===== src/rtl/nvme_srlat_pkg.sv =====
// Shared types and helpers for the sticky status latch bank and its interrupt FSM.
package nvme_srlat_pkg;

  typedef enum logic [1:0] {
    ST_IDLE  = 2'd0,
    ST_REQ   = 2'd1,
    ST_ACKED = 2'd2
  } irq_state_e;

  // Ceiling log2 for elaboration-time sizing checks; returns 0 for values <= 1.
  function automatic int clog2_i(input int value);
    int r;
    r = 0;
    for (int i = 0; i < 31; i++) begin
      if ((1 << i) < value) r = i + 1;
    end
    return r;
  endfunction

endpackage


===== src/rtl/nvme_prienc.sv =====
// Lowest-index priority encoder: reports the index of the least significant set request bit.
module nvme_prienc #(
  parameter int width = 128,
  parameter int idxw  = 7
) (
  input  logic [width-1:0] req_in,
  output logic [idxw-1:0]  idx_out,
  output logic             valid_out
);

  logic [width-1:0] lowest;
  logic [idxw-1:0]  term [width];

  // Two's-complement trick isolates the least significant set bit without a ripple chain.
  assign lowest    = req_in & ((~req_in) + width'(1));
  assign valid_out = |req_in;

  generate
    for (genvar gi = 0; gi < width; gi++) begin : g_term
      assign term[gi] = lowest[gi] ? idxw'(gi) : '0;
    end
  endgenerate

  always_comb begin
    idx_out = '0;
    for (int i = 0; i < width; i++) begin
      idx_out = idx_out | term[i];
    end
  end

endmodule


===== src/rtl/nvme_srlat_irq.sv =====
// Sticky status/error latch bank with W1C clear, interrupt mask, first-event capture,
// saturating new-event counter and a request/acknowledge interrupt FSM.
module nvme_srlat_irq
  import nvme_srlat_pkg::*;
#(
  parameter int width = 128,
  parameter int cntw  = 16,
  parameter int idxw  = 7
) (
  input  logic             clk,
  input  logic             reset,
  input  logic [width-1:0] set_in,
  input  logic [width-1:0] clr_in,
  input  logic [width-1:0] mask_in,
  input  logic             first_clr,
  input  logic             cnt_clr,
  input  logic             irq_ack,
  output logic [width-1:0] hold_out,
  output logic             first_valid,
  output logic [idxw-1:0]  first_idx,
  output logic [cntw-1:0]  event_cnt,
  output logic             irq_out
);

  generate
    if (idxw < clog2_i(width)) begin : g_bad_idxw
      $error("nvme_srlat_irq: idxw too small to index all status bits");
    end
  endgenerate

  irq_state_e       state_q, state_d;
  logic [width-1:0] hold_q, hold_d;
  logic             first_valid_q, first_valid_d;
  logic [idxw-1:0]  first_idx_q, first_idx_d;
  logic [cntw-1:0]  event_cnt_q, event_cnt_d;
  logic             irq_q, irq_d;

  logic [width-1:0] newbits;
  logic             new_any;
  logic             new_masked;
  logic             pending;
  logic [idxw-1:0]  low_idx;

  assign newbits    = set_in & ~hold_q;
  assign new_masked = |(newbits & mask_in);
  assign pending    = |(hold_q & mask_in);

  nvme_prienc #(
    .width (width),
    .idxw  (idxw)
  ) u_prienc (
    .req_in    (newbits),
    .idx_out   (low_idx),
    .valid_out (new_any)
  );

  always_comb begin
    // Set dominates clear so an event arriving with a W1C strobe is never lost.
    hold_d        = set_in | (hold_q & ~clr_in);
    event_cnt_d   = event_cnt_q;
    first_valid_d = first_valid_q;
    first_idx_d   = first_idx_q;
    state_d       = state_q;

    if (cnt_clr) begin
      event_cnt_d = '0;
    end else if (new_any && (event_cnt_q != {cntw{1'b1}})) begin
      event_cnt_d = event_cnt_q + cntw'(1);
    end

    if (first_clr) begin
      first_valid_d = 1'b0;
      first_idx_d   = '0;
    end else if (!first_valid_q && new_any) begin
      first_valid_d = 1'b1;
      first_idx_d   = low_idx;
    end

    case (state_q)
      ST_IDLE: begin
        if (new_masked || pending) state_d = ST_REQ;
      end
      ST_REQ: begin
        if (irq_ack) state_d = ST_ACKED;
      end
      ST_ACKED: begin
        // Only a fresh masked event re-raises; an old pending bit just keeps us parked here.
        if (new_masked) begin
          state_d = ST_REQ;
        end else if (!pending) begin
          state_d = ST_IDLE;
        end
      end
      default: state_d = ST_IDLE;
    endcase

    irq_d = (state_q == ST_REQ);
  end

  always_ff @(posedge clk) begin
    if (reset) begin
      state_q       <= ST_IDLE;
      hold_q        <= '0;
      first_valid_q <= 1'b0;
      first_idx_q   <= '0;
      event_cnt_q   <= '0;
      irq_q         <= 1'b0;
    end else begin
      state_q       <= state_d;
      hold_q        <= hold_d;
      first_valid_q <= first_valid_d;
      first_idx_q   <= first_idx_d;
      event_cnt_q   <= event_cnt_d;
      irq_q         <= irq_d;
    end
  end

  assign hold_out    = hold_q;
  assign first_valid = first_valid_q;
  assign first_idx   = first_idx_q;
  assign event_cnt   = event_cnt_q;
  assign irq_out     = irq_q;

endmodule

===== config.mk =====
export PLATFORM = sky130hd
export DESIGN_NAME = nvme_srlat_irq
export DESIGN_NICKNAME = d
export VERILOG_FILES = /design/src/rtl/nvme_srlat_pkg.sv /design/src/rtl/nvme_prienc.sv /design/src/rtl/nvme_srlat_irq.sv
export SDC_FILE = /design/constraint.sdc
export NUM_CORES = 1
export LEC_CHECK = 0
export CAP_MARGIN = 10
export CORE_AREA = 2 2 209 211
export CTS_CLUSTER_SIZE = 12
export DETAILED_ROUTE_END_ITERATION = 7
export DIE_AREA = 0 0 211 213
export GPL_TIMING_DRIVEN = 0
export SLEW_MARGIN = 20
export SYNTH_ARGS = -nofsm -noshare
export SYNTH_HDL_FRONTEND = slang
export SYNTH_SLANG_ARGS = --single-unit

===== constraint.sdc =====
create_clock -name clk -period 2.6 [get_ports clk]
set_clock_uncertainty 0.05 [all_clocks]
set_input_delay 0.52 -clock clk [delete_from_list [all_inputs] [get_ports clk]]
set_output_delay 0.52 -clock clk [all_outputs]
set_load 0.05 [all_outputs]

# Word-level counts from Yosys, hierarchy flattened
# Cells that the tools add are included.
dict set report totals {
  register_bits 155
  in_bits 389
  word_cells 292
}
dict set report classes {
  n_addsub 2
  eq_ne 6
  muxes 132
  n_bitwise 135
  n_reduce_logical 11
}
# cell count
set op_table {}
lappend op_table {{$or 7x7->7} 126}
lappend op_table {{$and 128x128->128} 5}
lappend op_table {{$mux 7} 64}
lappend op_table {{$not 128->128} 3}
lappend op_table {{$reduce_or 128->1} 3}
lappend op_table {{$mux 6} 32}
lappend op_table {{$add 128x1->128 const B} 1}
lappend op_table {{$or 128x128->128} 1}
lappend op_table {{$mux 5} 16}
lappend op_table {{$mux 4} 8}
lappend op_table {{$add 16x1->16 const B} 1}
lappend op_table {{$ne 16x16->1 const B} 1}
lappend op_table {{$mux 2} 6}
lappend op_table {{$mux 3} 4}
lappend op_table {{$pmux 2 s3} 1}
lappend op_table {{$ne 2x2->1 const B} 2}
lappend op_table {{$reduce_or 2->1} 2}
lappend op_table {{$ne 3x3->1 const B} 1}
lappend op_table {{$reduce_and 3->1} 1}
lappend op_table {{$eq 2x1->1 const B} 1}
lappend op_table {{$eq 2x2->1 const B} 1}
lappend op_table {{$logic_and 1x1->1} 2}
lappend op_table {{$logic_not 2->1} 1}
lappend op_table {{$logic_not 1->1} 1}
lappend op_table {{other kinds (2)} 2}

# Longest topological paths before layout
# Gate-level depths: netlist of run 1.
dict set report depth {
  word_depth 132
  mapped_depth 11
}

# By module
# From an unflattened synthesis of run 1, not the netlist that was laid out.
dict set report hier_totals {
  hier_cells 1513
  area_unflattened_um2 11094.4
}
# mod instances cells_per_inst area_per_inst_um2 seq_area_each_um2
set modules_own_cells {}
lappend modules_own_cells {nvme_srlat_irq 1 991 7807.5 3103.0}
lappend modules_own_cells {nvme_prienc 1 522 3286.9 0.0}

# Least setup slack after synthesis of run 1
# Ideal clock, no wire load.
dict set report synth_timing {
  path_type {register to register}
  from {reg hold_q[3] (netlist: hold_out[3])}
  to {reg first_idx_q[1] (netlist: first_idx[1])}
  setup_ns 0.070
  arrival_ns 2.921
  slack_ns -0.441
  stages_incl_launch_ff 11
  path_buffers 0
  period_less_slack_ns 3.041
  path_cell_list {dfxtp_1 -> nor2b_1 -> nor4_4 -> nand2_1 -> or4b_1 -> or4_1 -> and3_1 -> and3_1 -> nand4b_1 -> nor4_1 -> a21oi_1}
}
dict set report synth_via {
  elab_chain_len 131
  word_cells_on_any_way 195
  cone_classes {add/sub (1); mux (63); bitwise (129); reduce/logical (2)}
}
# element line_no
set synth_rtl {}
lappend synth_rtl {{start, declared} nvme_srlat_irq.sv:32} ;# logic [width-1:0] hold_q, hold_d;
lappend synth_rtl {{start signal, assigned} nvme_srlat_irq.sv:110} ;# hold_q <= hold_d;
lappend synth_rtl {{$not 128->128 (*)} nvme_srlat_irq.sv:44} ;# assign newbits = set_in & ~hold_q;
lappend synth_rtl {{$and 128x128->128 (*)} nvme_srlat_irq.sv:44}
lappend synth_rtl {{$not 128->128} nvme_prienc.sv:15} ;# assign lowest = req_in & ((~req_in) + width'(1));
lappend synth_rtl {{$add 128x1->128} nvme_prienc.sv:15}
lappend synth_rtl {{$and 128x128->128} nvme_prienc.sv:15}
lappend synth_rtl {{$mux 2} nvme_prienc.sv:20} ;# assign term[gi] = lowest[gi] ? idxw'(gi) : '0;
lappend synth_rtl {{$or 7x7->7 (125 in series)} nvme_prienc.sv:27} ;# idx_out = idx_out | term[i];
lappend synth_rtl {{end signal, assigned} nvme_srlat_irq.sv:112} ;# first_idx_q <= first_idx_d;
lappend synth_rtl {{end, declared} nvme_srlat_irq.sv:34} ;# logic [idxw-1:0] first_idx_q, first_idx_d;
# Every way passes the cells marked *; elsewhere a longest branch is shown, timed or not.
# A chain may end at the register's enable or synchronous reset.

# Worst setup path after layout of run 1
dict set report layout_timing {
  from {in set_in[25]}
  to {reg first_idx_q[1] (netlist: first_idx[1])}
}
dict set report layout_via {
  elab_chain_len 107
  word_cells_on_any_way 160
  cone_classes {add/sub (1); mux (52); bitwise (105); reduce/logical (2)}
}
# element line_no
set layout_rtl {}
lappend layout_rtl {{start, declared} nvme_srlat_irq.sv:12} ;# input logic [width-1:0] set_in,
lappend layout_rtl {{$and 128x128->128 (*)} nvme_srlat_irq.sv:44}
lappend layout_rtl {{$not 128->128} nvme_prienc.sv:15}
lappend layout_rtl {{$add 128x1->128} nvme_prienc.sv:15}
lappend layout_rtl {{$and 128x128->128} nvme_prienc.sv:15}
lappend layout_rtl {{$mux 5} nvme_prienc.sv:20}
lappend layout_rtl {{$or 7x7->7 (102 in series)} nvme_prienc.sv:27}
# Marked as above.

==> results of run 1 <==
state kept, by name, summed over array words and instances (netlist names):
| name | cells |
|---|---|
| hold_out | 128 |
| event_cnt | 16 |
| first_idx | 7 |
| state_q | 2 |
| first_valid | 1 |
| irq_out | 1 |
cells in the final DEF, fill, tap and decap left out, types with 18 or more instances in the layout:
cell type / synthesis / final
nand3_1: 51 / 29
dfxtp_2: 0 / 88
inv_1: 134 / 134
clkbuf_1: 18 / 19
a221oi_1: 47 / 34
nor2b_4: 0 / 121
nor4_4: 4 / 31
a22oi_1: 35 / 35
dlymetal6s2s_1: 0 / 27
dfxtp_1: 155 / 57
a22o_1: 47 / 46
clkdlybuf4s50_1: 0 / 460
o21ai_0: 29 / 21
buf_4: 0 / 202
dlygate4sd2_1: 0 / 51
nand2b_1: 24 / 22
nand4_1: 53 / 53
clkbuf_16: 0 / 18
nand2_1: 67 / 47
nor2_1: 213 / 197
nor3_1: 65 / 23
nor3_4: 0 / 29
a21oi_1: 153 / 148
critical path, delay by kind of cell:
family | cells | cell delay (ns)
AND/OR/NAND/NOR | 9 | 1.81
buffers and inverters | 3 | 0.76
AO/OA/AOI/OAI | 1 | 0.07
path summary, 6_finish.rpt:
kind / startpoint / to / cells after the start / slack [ns]
setup / recovery: set_in[25] / first_idx[1]$_SDFFE_PP0P_ / 13 / -0.27
hold / removal: set_in[44] / hold_out[44]$_SDFF_PP0_ / 3 / 0.24
setup reg to reg: hold_out[8]$_SDFF_PP0_ / first_idx[4]$_SDFFE_PP0P_ / 13 / -0.24
hold reg to reg: event_cnt[8]$_SDFFE_PP0P_ / event_cnt[8]$_SDFFE_PP0P_ / 2 / 0.47
stage by stage:
step	hold slack, ns	utilization, %	power (mW)	worst slack, ns
6_report	0.2434	50.81	8.709	-0.2713
5_1_grt	0.2533	50.79	8.897	-0.3515
4_1_cts	0.3326	48.77	8.527	-0.2058
3_5_place_dp	0.4470	38.84	5.530	-2.476
3_3_place_gp	0.4328	38.83	5.536	-2.782
2_1_floorplan	0.4010	-	3.899	-0.1721
cell type report:
type / count / share of cell area, %
diodes: 10 / 0.1154
plain buffers: 19 / 0.5076
clock buffers: 21 / 2.030
clock inverters: 10 / 0.4441
inverters: 134 / 2.319
multi-input cells: 1123 / 43.28
flip-flops and latches: 155 / 14.99
well taps: 546 / 3.149
repair buffers: 762 / 33.17
report_power, final:
group | leakage, nW | switching [mW] | total (mW) | internal [mW]
combinational | 7.64 | 1.96 | 3.41 | 1.46
sequential | 1.31 | 0.307 | 2.84 | 2.53
clock | 0.250 | 1.15 | 2.46 | 1.31
synthesized netlist by cell type (all sizes together) (5+ instances only):
| cell | number |
|---|---|
| nor2b | 132 |
| nand4b | 12 |
| or2 | 5 |
| xnor2 | 9 |
| nand3b | 9 |
| and4b | 6 |
| a221oi | 47 |
| nand4 | 53 |
| nand2 | 67 |
| dfxtp | 155 |
| a21oi | 154 |
| and2 | 6 |
| a211oi | 6 |
| nor3 | 66 |
| and3 | 17 |
| nor2 | 214 |
| nand2b | 24 |
| a22o | 47 |
| nand3 | 53 |
| nor4 | 44 |
| inv | 134 |
| o21ai | 29 |
| or3 | 9 |
| nor3b | 6 |
| a31oi | 6 |
| nor4b | 7 |
| clkbuf | 18 |
| a22oi | 35 |
logic make-up (layout without fill, tap and decap cells):
| logic type | count (synthesis) | count (layout) |
|---|---|---|
| and+or+nand+nor | 745 | 745 |
| AOI/OAI and AO/OA | 363 | 363 |
| DFF | 155 | 155 |
| buffers and inverters | 154 | 946 |
| xor gates and xnor gates | 12 | 12 |
| muxes | 2 | 2 |
| adders and majority gates | 1 | 1 |
| other | 0 | 10 |
routing by layer:
layer | up-vias | track usage, %
met3 | 239 | 12.40
met1 | 7967 | 50.08
met5 | - | 0
li1 | 6828 | -
met2 | 1171 | 62.87
met4 | 0 | 25.67
repair_timing:
action | CTS | global route
hold buffers | 0 | 0
setup buffers | 173 | 53
gates cloned | 0 | 0
gates resized for setup | 595 | 98
setup endpoints to repair | 26 | 26
pin swaps | 117 | 66
==> summary.md, run 1 <==
| Metric | Value |
|---|---|
| Run status | `finished with violations` |
| Failing checks | `negative setup slack` |
| Die Area | `0.04494 mm2` |
| Synth area leaders | `dfxtp_1 (30%), nor2b_1 (8.0%), nor2_1 (7.8%), a21oi_1 (7.4%), inv_1 (4.9%)` |
| Sequential share of the synthesized area | `30.18%` |
| Yosys warns | `0` |
| Multi-input gate area | `0.009389 mm2` |
| Critical Path AT | `3.18 ns` |
| CP Data Required Time | `2.91 ns` |
| Simple-Gate Fraction of Synth Area | `39.38%` |
| Global-route total usage across every layer | `40.95%` |
| Static leakage | `around 9 nW` |
| Area leader, netlist | `dfxtp_1` |
| Core Area | `0.04270 mm2` |
| Crit. End Element | `register` |
| Number of CTS-inserted buffers | `17` |
| Final period util | `110.4%` |
| DR WL met2 | `40,890 um` |
| Post-route cell area | `0.02169 mm2` |
| Sink Count | `155` |
| Synth Instances | `around 1.4k` |
| Total vias in the final route | `16.21k` |
| Max layer used | `met4` |
| Worst min path class | `input port to register` |
| Detail Placement HPWL | `76,560 um` |
| Initial antenna violation count | `13` |
| Max Cap Violations | `0` |
| Die W | `211 um` |
| Synthesized area | `0.01028 mm2` |
| FF+latch count, synth | `155` |
| Post-Syn Nets | `1,822` |
| Cell Rows | `76` |
| CTS tree | `done` |
| CP startpoint kind | `input port` |
| RSZ-0062 raised after global routing | `yes` |
| TNS Setup | `-3.447 ns` |
| Layout Cells excl Fill | `between 2k and 3k` |
| Routed wire length on met3 | `9956 um` |
| Wirelength, routed | `94,070 um` |
| Synth cell types | `64` |
| Synth async-reset ratio | `0%` |
| Mux cell area share after synthesis | `less than 1%` |
| Post-route ant nets | `0` |
| Grt ovf | `0` |
| Critical path's largest stage delay | `~0.50 ns` |
| Cell Chain, Critical Path | `clkdlybuf4s50_1, nor2b_4, nor3_4, buf_12, nand3_2, buf_6, nor4_4, and3_4, and3_4, or3_4, or3b_4, nor3_4, a21oi_2` |
| Largest family of logic cells by synthesized area | `simple AND/OR/NAND/NOR gates` |
| Share of cells above drive strength 1 | `31.79%` |
| I/O pins | `542` |
| Area delta synth->final | `111.0%` |
| Worst path slowest cell | `clkdlybuf4s50_1` |
| Max Slew Vio Count | `0` |
| Rel. slew slack | `about a fifth` |
| Largest net degree at the start of global routing | `17` |
| Vias in the first global route | `15.73k` |
| Met1 wire length | `~37,000 um` |
| Fmax | `around 350 MHz` |
| Synthesized-area fraction occupied by adder cells | `0.1217%` |
| Compound-gate portion of the synthesized area | `23.49%` |
| Worst-case clock buffer depth | `2` |
| Fin. Hold Viols | `0` |
| Nets | `2,602` |
| VDD IR max | `between 0.4 and 0.5 mV` |
| Die height | `213 um` |
| I/O Buffers | `540` |
| CTS H-tree lvls | `4` |
| Avg WL per Cell | `between 30 and 40 um` |
| Cells after DPL | `2,518` |
| Routability Congestion | `1.071` |
| Pwr per Cell Area | `401.5 mW/mm2` |
| Initial Utilization | `24.08%` |
| Final setup margin | `-0.2713 ns` |
| First-pass GRT wire length | `125,200 um` |
| Post-synth EDFFs | `0` |
| Clock-pin slew on the worst setup and hold paths | `about 0.070 ns` |
| CTS Root Cell | `clkbuf_16` |
| Iteration-0 DRC Markers | `between 1.5k and 2k` |
| # setup viols final | `24` |
| Post-Synth XOR/XNOR Area | `1.022%` |
| Worst Path Max Fanout | `4` |
| Main synth FF type | `dfxtp_1` |
| Initial DRT Pass Iterations | `5` |
| Least-Margin Pin Slew | `1.187 ns` |
| Final Critical Period | `between 2 and 3 ns` |
| Storage element area | `0.003251 mm2` |
| Area after DPL | `0.01658 mm2` |
| Synth top area share | `between 30% and 40%` |
| Clk_lat worst skew | `0.49 ns` |
| Vias per inst | `5.829` |
| DRC | `0` |
| Setup Crit Path Kind | `input port to register` |
| Syn Area/Cell | `7.180 um2` |
| Fill count | `4,223` |
Power figures use the tool's default switching activity.
==> run 2, diff against run 1 <==
- GPL_TIMING_DRIVEN: 0 -> default
==> summary.md, run 2 (synthesized netlist as in run 1, its figures left out) <==
| Metric | Value |
|---|---|
| Reg-to-reg critical path startpoint | `hold_out[23]$_SDFF_PP0_` |
| Avg WL per Cell | `29.55 um (-13%)` |
| Iteration-0 DRC Markers | `1,714 (+2.1%)` |
| Max Cap Violations | `0 (unchanged)` |
| Hold Path Depth | `3 (unchanged)` |
| Gr busiest metal | `met2` |
| Detail Placement HPWL | `83,130 um (+8.6%)` |
| Sink Count | `155 (unchanged)` |
| Fill count | `3,975 (-5.9%)` |
| Initial Utilization | `24.08% (unchanged)` |
| Final core occ | `56.67% (+5.9 points)` |
| Worst min path class | `input port to register` |
| RSZ-0062 raised after global routing | `yes` |
| Min-Delay Endpoint | `hold_out[65]$_SDFF_PP0_` |
| Worst-case clock buffer depth | `2 (unchanged)` |
| Die height | `213 um (unchanged)` |
| Max reg flops | `128 (unchanged)` |
| Vias per inst | `5.421 (-7.0%)` |
| Dpl ws | `-1.781 ns (+0.6946 ns)` |
| Number of CTS-inserted buffers | `17 (unchanged)` |
| GRT met1 Usage | `52.88% (+2.8 points)` |
| Rel. slew slack | `47.77% (+27 points)` |
| Clk network pwr share | `27.8% (-0.4 points)` |
| Least-Margin Pin Slew | `0.7737 ns (-0.4135 ns)` |
| DRC | `0 (unchanged)` |
| Area delta synth->final | `135.3%` |
| Die Area | `0.04494 mm2 (unchanged)` |
| CP Data Required Time | `2.91 ns (about the same)` |
| First-pass GRT wire length | `129,200 um (+3.2%)` |
| Failing checks | `negative setup slack` |
| Initial antenna violation count | `9 (-4)` |
| Fin Hold WS | `0.2380 ns (-0.005414 ns)` |
| Largest net degree at the start of global routing | `79 (+62)` |
| Final period util | `119.7% (+9.3 points)` |
| Nets | `3,051 (+17%)` |
| Max Slew Vio Count | `0 (unchanged)` |
| Seq pwr share | `28.6% (-4.0 points)` |
| Net Sw Power | `3.441 mW (+0.89%)` |
| Final Critical Period | `3.112 ns (+0.2405 ns)` |
| Internal power | `5.852 mW (+10%)` |
| Static leakage | `11.05 nW (+20%)` |
| Total vias in the final route | `17.49k (+7.9%)` |
| Cell Rows | `76 (unchanged)` |
| CTS Root Cell | `clkbuf_16` |
| Run status | `finished with violations` |
| Vias in the first global route | `17.52k (+11%)` |
| Met2 usage | `66.36% (+3.5 points)` |
| RR Endpoint | `first_idx[6]$_SDFFE_PP0P_` |
| Fin. Hold Viols | `0 (unchanged)` |
| # setup viols final | `22 (-8.3%)` |
| Hold Startpoint | `set_in[65]` |
| Share of cells above drive strength 1 | `39.43% (+7.6 points)` |
| Wirelength, routed | `95,320 um (+1.3%)` |
| TNS Setup | `-4.589 ns (-1.142 ns)` |
| R2R Setup Slk | `-0.42 ns (-0.18 ns)` |
| Initial DRT Pass Iterations | `7 (+2)` |
| Global-route total usage across every layer | `41.67% (+0.72 points)` |
| Multi-input gate area | `0.008334 mm2 (-11%)` |
| Worst Path Max Fanout | `5 (+1)` |
| CTS H-tree lvls | `4 (unchanged)` |
| Pwr per Cell Area | `384.1 mW/mm2 (-4.3%)` |
| Die W | `211 um (unchanged)` |
| Met3 usage in global routing | `8.148% (-4.3 points)` |
| CP startpoint kind | `input port` |
| Commonest non-fill, non-tap cell in the layout | `buf_4` |
| Layout Cells excl Fill | `3,226 (+16%)` |
| Commonest cells after routing, fill and taps aside | `buf_4 (659), clkdlybuf4s50_1 (483), nor2_1 (205)` |
| Clk_lat worst skew | `0.50 ns (about the same)` |
| R2r worst-path depth | `13 (unchanged)` |
| CTS tree | `done` |
| Core Area | `0.04270 mm2 (unchanged)` |
| Comb power frac | `43.6% (+4.4 points)` |
| Clock-pin slew on the worst setup and hold paths | `0.07 ns (about the same)` |
| Final setup margin | `-0.5118 ns (-0.2405 ns)` |
| VDD IR max | `0.4331 mV (+7.5%)` |
| Routability Congestion | `1.032 (-3.7%)` |
| Sw frac | `37.02% (-2.1 points)` |
| Grt ovf | `0 (unchanged)` |
| Fmax | `321.4 MHz (-7.7%)` |
| Cells after DPL | `3,134 (+24%)` |
| I/O pins | `542 (unchanged)` |
| Crit. End Element | `register` |
| I/O Buffers | `541 (+0.19%)` |
| Setup Crit Path Kind | `input port to register` |
| Storage element area | `0.003212 mm2 (-1.2%)` |
| Critical Path AT | `3.42 ns (+0.24 ns)` |
| Post-route ant nets | `0 (unchanged)` |
==> run 2: changes by cell type in the layout (fill, tap and decap cells not counted), moves of 12 or more <==
cell	delta
buf_4	+457
clkbuf_1	-15
clkdlybuf4s50_1	+23
dlygate4sd2_1	-35
nand2_1	+15
nand2_2	-12
nor2b_1	+29
nor2b_2	+15
nor2b_4	-44
nor3_1	+14
nor3_4	-16
nor4_1	+14
==> run 2: how the worst max path moves through the flow <==
stage,startpoint,to,cells after the start
6_report,set_in[57],first_idx[6]$_SDFFE_PP0P_,14
5_1_grt,set_in[57],first_idx[6]$_SDFFE_PP0P_,15
4_1_cts,hold_out[21]$_SDFF_PP0_,first_idx[6]$_SDFFE_PP0P_,13
3_5_place_dp,set_in[67],first_idx[6]$_SDFFE_PP0P_,12
3_3_place_gp,set_in[67],first_idx[6]$_SDFFE_PP0P_,12
2_1_floorplan,set_in[0],first_idx[1]$_SDFFE_PP0P_,10
==> run 2: critical path: stages <==
cell	delay, ns
clkdlybuf4s50_1	0.52
nor2b_2	0.25
nor3_4	0.09
nand4_1	0.23
nor4_4	0.09
buf_12	0.14
buf_8	0.12
and2_4	0.15
nand2_1	0.13
nor4bb_4	0.30
nand4_1	0.22
buf_4	0.21
nor4_4	0.32
a31oi_1	0.12
==> run 2: per-stage QoR <==
step,total power [mW],instance area [um2]
finish,9.293,24200
global route,9.515,24190
detailed placement,6.337,21390
global placement,6.337,21390
CTS,9.132,23310
floorplan,3.899,10490
==> run 2: what timing repair did <==
item	in CTS	in global routing
cloned	0	0
buffers inserted	31	24
endpoints found under the setup margin	26	26
resized for setup	271	161
pin swaps	58	68
hold buffers	0	0
==> run 2: metal layers <==
metal  up-vias  share of wire [%]
li1       7723                  -
met1      8483                 41
met2      1057                 44
met3       222                8.4
met4         2                6.3
met5         -              0.016
==> run 2: final cells by class <==
cell class                 instances  share of cell area, %
clock inverter                     9                 0.4809
sequential                       155                  13.27
tap                              546                  2.823
multi-input combinational       1123                  34.45
inverter                         134                  2.079
antenna                            7                0.07240
clock buffer                      22                  1.877
timing repair buffer            1230                  44.95
==> run 2: power by group through the flow <==
stage	sequential (mW)	clock (mW)	combinational, mW
2_1_floorplan	3.18	0	0.717
3_3_place_gp	2.65	0	3.68
3_5_place_dp	2.66	0	3.68
4_1_cts	2.63	2.63	3.87
5_1_grt	2.67	2.69	4.15
6_report	2.66	2.59	4.05
==> run 3, diff against run 2 <==
- TNS_END_PERCENT: default -> 30
==> summary.md, run 3 (synthesized netlist as in run 1, its figures left out) <==
| Metric | Value |
|---|---|
| Pwr per Cell Area | `394.1 mW/mm2 (+2.6%)` |
| Nets | `3,026 (-0.82%)` |
| I/O pins | `542 (unchanged)` |
| Initial DRT Pass Iterations | `6 (-1)` |
| Static leakage | `10.79 nW (-2.4%)` |
| Fin. Hold Viols | `0 (unchanged)` |
| Final period util | `116.3% (-3.4 points)` |
| Max Cap Violations | `0 (unchanged)` |
| Fmax | `330.7 MHz (+2.9%)` |
| Area after DPL | `0.02129 mm2 (-0.43%)` |
| Worst min path class | `input port to register` |
| Net Sw Power | `3.401 mW (-1.2%)` |
| RSZ-0062 raised after global routing | `yes` |
| Fill count | `4,074 (+2.5%)` |
| Clk network pwr share | `29.4% (+1.6 points)` |
| Reg-to-reg critical path startpoint | `hold_out[23]$_SDFF_PP0_` |
| # setup viols final | `24 (+9.1%)` |
| Number of CTS-inserted buffers | `17 (unchanged)` |
| Vias per inst | `5.450 (+0.54%)` |
| Hold Startpoint | `set_in[24]` |
| Worst Path Max Fanout | `7 (+2)` |
| Rel. slew slack | `57.21% (+9.4 points)` |
| Initial antenna violation count | `9 (unchanged)` |
| Grt ovf | `0 (unchanged)` |
| CTS Root Cell | `clkbuf_16` |
| Vias in the first global route | `17.14k (-2.1%)` |
| Total vias in the final route | `17.46k (-0.14%)` |
| Area delta synth->final | `132.3%` |
| Die Area | `0.04494 mm2 (unchanged)` |
| Sw frac | `36.12% (-0.90 points)` |
| Wirelength, routed | `94,680 um (-0.68%)` |
| CTS H-tree lvls | `4 (unchanged)` |
| Run status | `finished with violations` |
| Iteration-0 DRC Markers | `1,848 (+7.8%)` |
| Max Slew Vio Count | `0 (unchanged)` |
| Start point of the critical path | `set_in[20]` |
| Internal power | `6.014 mW (+2.8%)` |
| Critical Path AT | `3.39 ns (-0.03 ns)` |
| Avg WL per Cell | `29.55 um (about the same)` |
| Commonest non-fill, non-tap cell in the layout | `buf_4` |
| TNS Setup | `-4.979 ns (-0.3892 ns)` |
| Post-route cell area | `0.02389 mm2 (-1.3%)` |
| Worst-case clock buffer depth | `2 (unchanged)` |
| Clock-pin slew on the worst setup and hold paths | `0.07 ns (about the same)` |
| Post-route ant nets | `0 (unchanged)` |
| VDD IR max | `0.4908 mV (+13%)` |
| DRC | `0 (unchanged)` |
| Final setup margin | `-0.4239 ns (+0.08785 ns)` |
| Die W | `211 um (unchanged)` |
| Routability Congestion | `1.073 (+4.0%)` |
| I/O Buffers | `541 (unchanged)` |
| Sink Count | `155 (unchanged)` |
| Initial Utilization | `24.08% (unchanged)` |
| Detail Placement HPWL | `83,120 um (about the same)` |
| Comb power frac | `42.4% (-1.2 points)` |
| CP Data Required Time | `2.97 ns (+0.06 ns)` |
| Largest net degree at the start of global routing | `67 (-15%)` |
| Share of cells above drive strength 1 | `38.13% (-1.3 points)` |
| Core Area | `0.04270 mm2 (unchanged)` |
| CTS tree | `done` |
| Final Critical Period | `3.024 ns (-0.08785 ns)` |
| Seq pwr share | `28.1% (-0.5 points)` |
| CP startpoint kind | `input port` |
| Cell Rows | `76 (unchanged)` |
| Die height | `213 um (unchanged)` |
| First-pass GRT wire length | `127,800 um (-1.1%)` |
| Least-Margin Pin Slew | `0.6371 ns (-0.1366 ns)` |
| Failing checks | `negative setup slack` |
| Clk_lat worst skew | `0.51 ns (about the same)` |
| Max reg flops | `128 (unchanged)` |
| Crit. End Element | `register` |
| Final core occ | `55.95% (-0.71 points)` |
| Fin Hold WS | `0.2281 ns (-0.009921 ns)` |
| Global-route total usage across every layer | `41.30% (-0.37 points)` |
| Commonest cells after routing, fill and taps aside | `buf_4 (642), clkdlybuf4s50_1 (496), nor2_1 (206)` |
| Setup Crit Path Kind | `input port to register` |
run 3: cell types whose count changed in the layout (fill, tap and decap cells not counted), sizes merged:
cell / before / now
bufinv: 2 / 4
buf: 692 / 666
dlygate4sd2: 16 / 9
dlymetal6s2s: 38 / 32
clkdlybuf4s50: 483 / 496
diode: 7 / 9
clkdlybuf4s15: 1 / 2
clkinvlp: 4 / 3
run 3: power by group through the flow:
stage / logic [mW] / clock network, mW / registers [mW]
global route: 4.09 / 2.91 / 2.66
floorplan: 0.716 / 0 / 3.18
finish: 4.00 / 2.77 / 2.65
CTS: 3.79 / 2.81 / 2.62
global placement: 3.66 / 0 / 2.65
detailed placement: 3.66 / 0 / 2.65
run 3: path summary, 6_finish.rpt:
check / to / slack (ns) / cells after the start
hold / removal: hold_out[24]$_SDFF_PP0_ / 0.23 / 3
setup / recovery: first_idx[1]$_SDFFE_PP0P_ / -0.42 / 14
hold reg to reg: event_cnt[11]$_SDFFE_PP0P_ / 0.47 / 2
setup reg to reg: first_idx[1]$_SDFFE_PP0P_ / -0.41 / 13
run 3: metrics by stage:
stage / worst slack, ns / power, mW / std cells
after floorplan: -0.2038 / 3.891 / 1432
after detailed placement: -1.615 / 6.307 / 3133
after CTS: -0.4034 / 9.219 / 3178
after global placement: -1.652 / 6.308 / 3133
after global routing: -0.4525 / 9.663 / 3203
final: -0.4239 / 9.415 / 3204
run 3: critical path, cell delays in order:
cell           delay (ns)
dlygate4sd2_1        0.32
nor2b_2              0.22
nor4_4               0.48
buf_4                0.25
nand3_4              0.09
nor4_4               0.28
buf_6                0.18
and3_4               0.19
buf_6                0.10
nand4b_1             0.18
and3_4               0.24
nand4b_1             0.13
nor4_1               0.07
a21oi_1              0.14
run 3: cell type report:
type | instances | area [um2] | share of cell area, %
sequential | 155 | 3178 | 13.30
timing repair buffer | 1205 | 10620 | 44.44
multi-input combinational | 1123 | 8267 | 34.60
inverter | 134 | 503.0 | 2.105
tap | 546 | 683.2 | 2.860
clock inverter | 10 | 165.2 | 0.6913
clock buffer | 22 | 454.2 | 1.901
antenna | 9 | 22.52 | 0.09427
run 3: metal layers:
layer	global-route usage, %	vias to the layer above	wire, um
met3	7.545	250	7887
met2	64.37	1075	41590
met1	52.81	8468	38450
li1	-	7669	-
met4	25.74	0	6740
met5	0	-	0
run 3: timing repair:
item,4_1_cts,5_1_grt
buffers inserted,13,19
setup endpoints to repair,26,26
hold buffers,0,0
pin swaps,41,54
gates resized for setup,224,195
